--- src/rtl/twenty48_pkg.sv ---
// Shared types and constants for the 2048 game datapath.
// Direction codes, the 3-bit direction type, ASCII keys, WASD decode.
package twenty48_pkg;

  typedef logic [2:0] dir_t;

  localparam dir_t DIR_UP    = 3'd0;
  localparam dir_t DIR_RIGHT = 3'd1;
  localparam dir_t DIR_DOWN  = 3'd2;
  localparam dir_t DIR_LEFT  = 3'd3;
  localparam dir_t DIR_NONE  = 3'd4;

  localparam logic [7:0] KEY_ESC = 8'h1B;
  localparam logic [7:0] KEY_CSI = 8'h5B;

  function automatic dir_t wasd_dir(
    input logic [7:0] b
  );
    dir_t d;
    d = DIR_NONE;
    case (b)
      8'h77, 8'h57: d = DIR_UP;
      8'h64, 8'h44: d = DIR_RIGHT;
      8'h73, 8'h53: d = DIR_DOWN;
      8'h61, 8'h41: d = DIR_LEFT;
      default:      d = DIR_NONE;
    endcase
    return d;
  endfunction

  function automatic dir_t arrow_dir(
    input logic [7:0] b
  );
    dir_t d;
    d = DIR_NONE;
    case (b)
      8'h41:   d = DIR_UP;
      8'h42:   d = DIR_DOWN;
      8'h43:   d = DIR_RIGHT;
      8'h44:   d = DIR_LEFT;
      default: d = DIR_NONE;
    endcase
    return d;
  endfunction

  function automatic logic is_new_key(
    input logic [7:0] b
  );
    return (b == 8'h72) || (b == 8'h52);
  endfunction

endpackage

--- src/rtl/uart_key_parser.sv ---
// UART keystroke parser: WASD/R keys and ESC [ A..D arrow sequences.
// Ports: clk, rst (async low), rx_data/rx_valid in; cmd_valid/cmd_new/cmd_dir out (comb).
module uart_key_parser
  import twenty48_pkg::*;
#(
  parameter int ESC_TIMEOUT = 100000
) (
  input  logic       clk,
  input  logic       rst,
  input  logic [7:0] rx_data,
  input  logic       rx_valid,
  output logic       cmd_valid,
  output logic       cmd_new,
  output dir_t       cmd_dir
);

  localparam int TW = $clog2(ESC_TIMEOUT + 1);
  localparam logic [TW-1:0] TMO_LAST = TW'(ESC_TIMEOUT - 1);

  typedef enum logic [1:0] {
    P_IDLE,
    P_ESC,
    P_CSI
  } pstate_t;

  pstate_t       state;
  pstate_t       state_nx;
  logic [TW-1:0] tmo;
  logic [TW-1:0] tmo_nx;
  dir_t          kdir;
  dir_t          adir;

  assign kdir = wasd_dir(rx_data);
  assign adir = arrow_dir(rx_data);

  always_ff @(posedge clk or negedge rst) begin
    if (!rst) begin
      state <= P_IDLE;
      tmo   <= '0;
    end else begin
      state <= state_nx;
      tmo   <= tmo_nx;
    end
  end

  always_comb begin
    state_nx  = state;
    tmo_nx    = tmo;
    cmd_valid = 1'b0;
    cmd_new   = 1'b0;
    cmd_dir   = DIR_NONE;
    unique case (state)
      P_IDLE: begin
        tmo_nx = '0;
        if (rx_valid) begin
          if (rx_data == KEY_ESC) begin
            state_nx = P_ESC;
          end else if (is_new_key(rx_data)) begin
            cmd_valid = 1'b1;
            cmd_new   = 1'b1;
          end else if (kdir != DIR_NONE) begin
            cmd_valid = 1'b1;
            cmd_dir   = kdir;
          end
        end
      end
      P_ESC, P_CSI: begin
        if (rx_valid) begin
          tmo_nx   = '0;
          state_nx = P_IDLE;
          if (state == P_CSI) begin
            cmd_valid = (adir != DIR_NONE);
            cmd_dir   = adir;
          end else if (rx_data == KEY_CSI) begin
            state_nx = P_CSI;
          end else if (rx_data == KEY_ESC) begin
            state_nx = P_ESC;
          end
        end else if (tmo == TMO_LAST) begin
          tmo_nx   = '0;
          state_nx = P_IDLE;
        end else begin
          tmo_nx = tmo + 1'b1;
        end
      end
      default: begin
        state_nx = P_IDLE;
        tmo_nx   = '0;
      end
    endcase
  end

endmodule

--- src/rtl/move_cmd_decoder.sv ---
// Merges UART keys and button pulses into one-cycle 2048 move commands.
// Ports: clk, rst (async low), rx_*, btn_*, busy in; dir, new_game, drop_cnt out.
// Macro MOVE_CMD_DROP_CNT_EN builds drop_cnt; otherwise it is tied to 0.
module move_cmd_decoder
  import twenty48_pkg::*;
#(
  parameter int ESC_TIMEOUT = 100000,
  parameter int MIN_GAP     = 16
) (
  input  logic       clk,
  input  logic       rst,
  input  logic [7:0] rx_data,
  input  logic       rx_valid,
  input  logic       btn_up,
  input  logic       btn_right,
  input  logic       btn_down,
  input  logic       btn_left,
  input  logic       btn_new,
  input  logic       busy,
  output logic [2:0] dir,
  output logic       new_game,
  output logic [7:0] drop_cnt
);

  localparam int GW = (MIN_GAP > 0) ? $clog2(MIN_GAP + 1) : 1;
  localparam logic [GW-1:0] GAP_LD = GW'(MIN_GAP);

  logic          u_valid;
  logic          u_new;
  dir_t          u_dir;

  logic          win_v;
  logic          win_new;
  dir_t          win_dir;

  logic          ent_v;
  logic          ent_new;
  dir_t          ent_dir;
  logic [GW-1:0] gap;

  logic          issue;
  logic          free;
  logic          load;

  uart_key_parser #(
    .ESC_TIMEOUT(ESC_TIMEOUT)
  ) u_parser (
    .clk      (clk),
    .rst      (rst),
    .rx_data  (rx_data),
    .rx_valid (rx_valid),
    .cmd_valid(u_valid),
    .cmd_new  (u_new),
    .cmd_dir  (u_dir)
  );

  always_comb begin
    win_v   = 1'b1;
    win_new = 1'b0;
    win_dir = DIR_NONE;
    if (btn_new) begin
      win_new = 1'b1;
    end else if (u_valid) begin
      win_new = u_new;
      win_dir = u_dir;
    end else if (btn_up) begin
      win_dir = DIR_UP;
    end else if (btn_right) begin
      win_dir = DIR_RIGHT;
    end else if (btn_down) begin
      win_dir = DIR_DOWN;
    end else if (btn_left) begin
      win_dir = DIR_LEFT;
    end else begin
      win_v = 1'b0;
    end
  end

  // An entry issuing this cycle frees the slot for the incoming winner.
  assign issue = ent_v & ~busy & (gap == '0);
  assign free  = ~ent_v | issue;
  assign load  = win_v & (win_new | free);

  always_ff @(posedge clk or negedge rst) begin
    if (!rst) begin
      ent_v    <= 1'b0;
      ent_new  <= 1'b0;
      ent_dir  <= DIR_NONE;
      gap      <= '0;
      dir      <= DIR_NONE;
      new_game <= 1'b0;
    end else begin
      if (load) begin
        ent_v   <= 1'b1;
        ent_new <= win_new;
        ent_dir <= win_dir;
      end else if (issue) begin
        ent_v <= 1'b0;
      end
      if (issue) begin
        gap <= GAP_LD;
      end else if (gap != '0) begin
        gap <= gap - 1'b1;
      end
      dir      <= (issue & ~ent_new) ? ent_dir : DIR_NONE;
      new_game <= issue & ent_new;
    end
  end

`ifdef MOVE_CMD_DROP_CNT_EN
  logic [2:0] n_src;
  logic [2:0] lose;
  logic       buf_drop;
  logic [3:0] inc;
  logic [8:0] sum;
  logic [7:0] drop_q;

  assign n_src = {2'b0, btn_new} + {2'b0, u_valid}
               + {2'b0, btn_up} + {2'b0, btn_right}
               + {2'b0, btn_down} + {2'b0, btn_left};
  assign lose  = n_src - {2'b0, win_v};

  // New-game only costs a drop when it displaces a waiting move.
  assign buf_drop = win_v & (win_new
                  ? (ent_v & ~ent_new & ~issue)
                  : ~free);

  assign inc = {1'b0, lose} + {3'b0, buf_drop};
  assign sum = {1'b0, drop_q} + {5'b0, inc};

  always_ff @(posedge clk or negedge rst) begin
    if (!rst) begin
      drop_q <= '0;
    end else begin
      drop_q <= sum[8] ? 8'hFF : sum[7:0];
    end
  end

  assign drop_cnt = drop_q;
`else
  assign drop_cnt = '0;
`endif

endmodule

--- config.mk ---
export PLATFORM = sky130hd
export DESIGN_NAME = move_cmd_decoder
export DESIGN_NICKNAME = d
export VERILOG_FILES = /design/src/rtl/twenty48_pkg.sv /design/src/rtl/uart_key_parser.sv /design/src/rtl/move_cmd_decoder.sv
export SDC_FILE = /design/constraint.sdc
export NUM_CORES = 1
export LEC_CHECK = 0
export CAP_MARGIN = 0
export CORE_ASPECT_RATIO = 0.75
export CORE_MARGIN = 1
export CORE_UTILIZATION = 49
export DETAILED_ROUTE_END_ITERATION = 10
export HOLD_SLACK_MARGIN = 0.15
export PLACE_DENSITY = 0.86
export SKIP_CTS_REPAIR_TIMING = 1
export SYNTH_ARGS = -nofsm -noshare
export SYNTH_HDL_FRONTEND = slang
export SYNTH_HIERARCHICAL = 1
export SYNTH_SLANG_ARGS = --single-unit
--- constraint.sdc ---
create_clock -name clk -period 2.1 [get_ports clk]
set_input_delay 0.315 -clock clk [delete_from_list [all_inputs] [get_ports clk]]
set_output_delay 0.315 -clock clk [all_outputs]
set_load 0.1 [all_outputs]
==> flow_summary.toml <==
[timing]
hold_viol_final = 0
drv_slew = 0
fin_ws_ps = -73.1
fmax_ghz = 0.460
rsz0062_at_grt = "yes"
setup_viol = 3
fin_skew_ps = 8.62
whs_ps = 425
fin_tns_setup_ps = -161
final.min_clock_period_ps = 2170
fin_crit_sh_pct = 103

[yosys]
syn-cell-area_mm2 = 0.00200
avgSynthCellArea_um2 = 9.28
synthArstFlopShare_pct = 100
synth-seq-cells = 33
ys_types = 58
synth_edf_count = 0
ys_seq_area_share_pct = 41.5
synth_top_flop_cell = "dfrtp_1"
synthCells = 215
ys_warn_count = 6

[layout]
drive_above_1_share_pct = 24.1
fin_area_mm2 = 0.00257
area.growth.synth_to_final_pct = 28.6
n_antenna_cell = 0
instances_no_fill = 309
finalNetCount = 278

[floorplan]
die_h_um = 57.3
pin_count = 29
start_util_pct = 52.8
fp-row-count = 19
fp.coreArea_mm2 = 0.00378
die_w_um = 75.7
die_area_mm2 = 0.00433

[placed_design]
port_buffers = 20
dp_hpwl_um = 3140
placed_cells = 297
gp_congestion = 0.909
dpl_cell_area_mm2 = 0.00232
pre_cts_slack_ps = -416

[worst_setup_path]
worstReg2RegStart = "u_parser/state[1]$_DFFE_PN0P_"
cp-end-kind = "flip-flop"
r2r_slack_ps = -40
cp-start-kind = "input port"
crit_arrival_ps = 2390
slowest_stage = "clkdlybuf4s50_1"
crit_chain = "clkdlybuf4s50_1 > buf_4 > or2_2 > o22ai_2 > a21oi_2 > nor3b_4 > or4b_4 > o21ai_2 > o2bb2ai_1"
reg2reg_to = "ent_dir[0]$_DFFE_PN0P_"
worst_ep_required_time_ps = 2320
path_max_fanout = 6
r2r_cells = 9
slowest_delay_ps = 540
crit_family = "simple AND/OR/NAND/NOR gates"
timing.critical_path.buf_inv = 2
criticalPathCategory = "in2reg"

[grt]
grt_pass1_wl_um = 7180
antenna_found_initial = 0
grtUsageTotal_pct = 22.8
grt_overflow = 0
grt_pass1_vias = 1584
grt_max_degree = 34

[route]
routedWlPerCell_um = 14.8
vias_per_cell = 5.47
vias = 1689
firstDrtPassIters = 4
ant_nets = 0
postRouteWirelength_um = 4570
drtIter0Drc = 87
drcViolationCount = 0

[power]
powerDensity_mw_per_mm2 = 697
p_sw_mw = 0.533
irDropWorstVdd_uv = 477
clockPowerShare_pct = 34.5
power_frac_comb_pct = 23.4
pwr-share-seq_pct = 42.1
swShare_pct = 29.8
internal_power_mw = 1.26
p_leak_nw = 1.11

[status]
status = "finished, violations left"
violations = "negative setup slack"

[clocking]
clock-sinks = 33
cts_tree = "yes"
cts-root-buf = "clkbuf_8"
clock_latency_ps = 290
clkSlewWorstSetupHoldPaths_ps = 70
cts_buffer_depth = 2
htree_levels = 2
cts_buffers = 5

[min_path]
min_path_type = "in2async"

[run]
cap_violations = 0
[power groups by stage]
stage / registers, mW / logic (mW) / clock network (mW)
finish: 0.754 / 0.419 / 0.617
global placement: 0.760 / 0.376 / 0
CTS: 0.752 / 0.389 / 0.633
floorplan: 0.771 / 0.280 / 0
detailed placement: 0.764 / 0.386 / 0
global route: 0.763 / 0.462 / 0.661
[layer usage]
layer	up-vias	track usage, %	share of wire, %
met1	815	31.4	47
met2	45	34.2	48
met4	0	9.26	1.1
met3	6	6.18	4.1
met5	-	0	0
li1	823	-	-
[stage by stage]
step | power [mW] | utilization [%]
2_1_floorplan | 1.05 | -
3_3_place_gp | 1.14 | 61.4
3_5_place_dp | 1.15 | 61.4
4_1_cts | 1.77 | 64.5
5_1_grt | 1.89 | 67.9
6_report | 1.79 | 67.9
[state kept, by name, summed over array words and instances, names as in the netlist]
name,cells
ent_v,1
ent_dir,3
u_parser/state,2
dir,3
ent_new,1
new_game,1
u_parser/tmo,17
gap,5
[synth_stat cells (2+ instances only)]
cell type	n	share of area, %
a21o_1	2	0.75
nor4b_1	2	0.88
o2bb2ai_1	2	0.88
and2_1	3	0.94
nand2_1	19	3.6
xnor2_1	11	4.8
nor3_1	7	1.8
nor4_1	6	1.9
and3_1	2	0.63
or2_2	3	0.94
and4_1	2	0.88
dfstp_2	2	2.6
inv_1	12	2.3
o31ai_1	2	0.75
nor2b_1	4	1.3
ha_1	5	3.1
dfrtp_1	31	39
buf_4	8	3.0
a21oi_1	9	2.3
o21ai_0	7	1.8
mux2i_1	3	1.5
xor2_1	4	1.8
nand2b_1	2	0.63
nand4_1	4	1.3
clkbuf_1	3	0.56
nor3b_1	2	0.75
nand3_1	6	1.5
nor2_1	22	4.1
[final cells by class]
cell class / instances / area (um2)
Timing Repair Buffer: 40 / 348
Clock buffer: 7 / 86.3
Inverter: 12 / 45.0
Multi-Input combinational cell: 164 / 1160
Tap cell: 52 / 65.1
Clock inverter: 1 / 30.0
Sequential cell: 33 / 828
Fill cell: 267 / 1210
[logic make-up after synthesis]
group,synth area share (%)
AO/OA/AOI/OAI,10.5
other,0.188
flip-flops,41.5
AND/OR/NAND/NOR,29.4
XOR/XNOR,6.58
buffers and inverters,6.65
multiplexers,2.07
adder cells (fa/ha/maj),3.13
[cell usage in the layout, fill, tap and decap left out, types with 7 or more instances in the layout]
cell	instances
nor2_1	22
dfrtp_1	31
nand2_1	19
o21ai_0	7
xnor2_1	10
a21oi_1	7
inv_1	11
conb_1	8
buf_4	24
clkdlybuf4s50_1	13
[worst max path at each step]
stage | from | depth (start not counted) | to | slack, ps
after detailed placement | rx_data[2] | 9 | ent_dir[2]$_DFFE_PN1P_ | -420
after global routing | rx_data[4] | 10 | ent_dir[0]$_DFFE_PN0P_ | -120
after floorplan | u_parser/state[0]$_DFFE_PN0P_ | 10 | ent_dir[2]$_DFFE_PN1P_ | 50
after CTS | u_parser/state[0]$_DFFE_PN0P_ | 11 | ent_dir[1]$_DFFE_PN0P_ | -200
after global placement | rx_data[2] | 9 | ent_dir[2]$_DFFE_PN1P_ | -270
final | rx_data[4] | 9 | ent_dir[0]$_DFFE_PN0P_ | -70
[worst register-to-register path: stages, from the launching register on]
cell	delay, ps
dfrtp_1	410
ha_4	180
nor4b_4	120
buf_4	130
o211ai_1	70
a21oi_1	100
nor3b_4	180
or4b_4	510
o21ai_2	220
o2bb2ai_1	140
No activity file was read; power rests on OpenSTA's default activity.
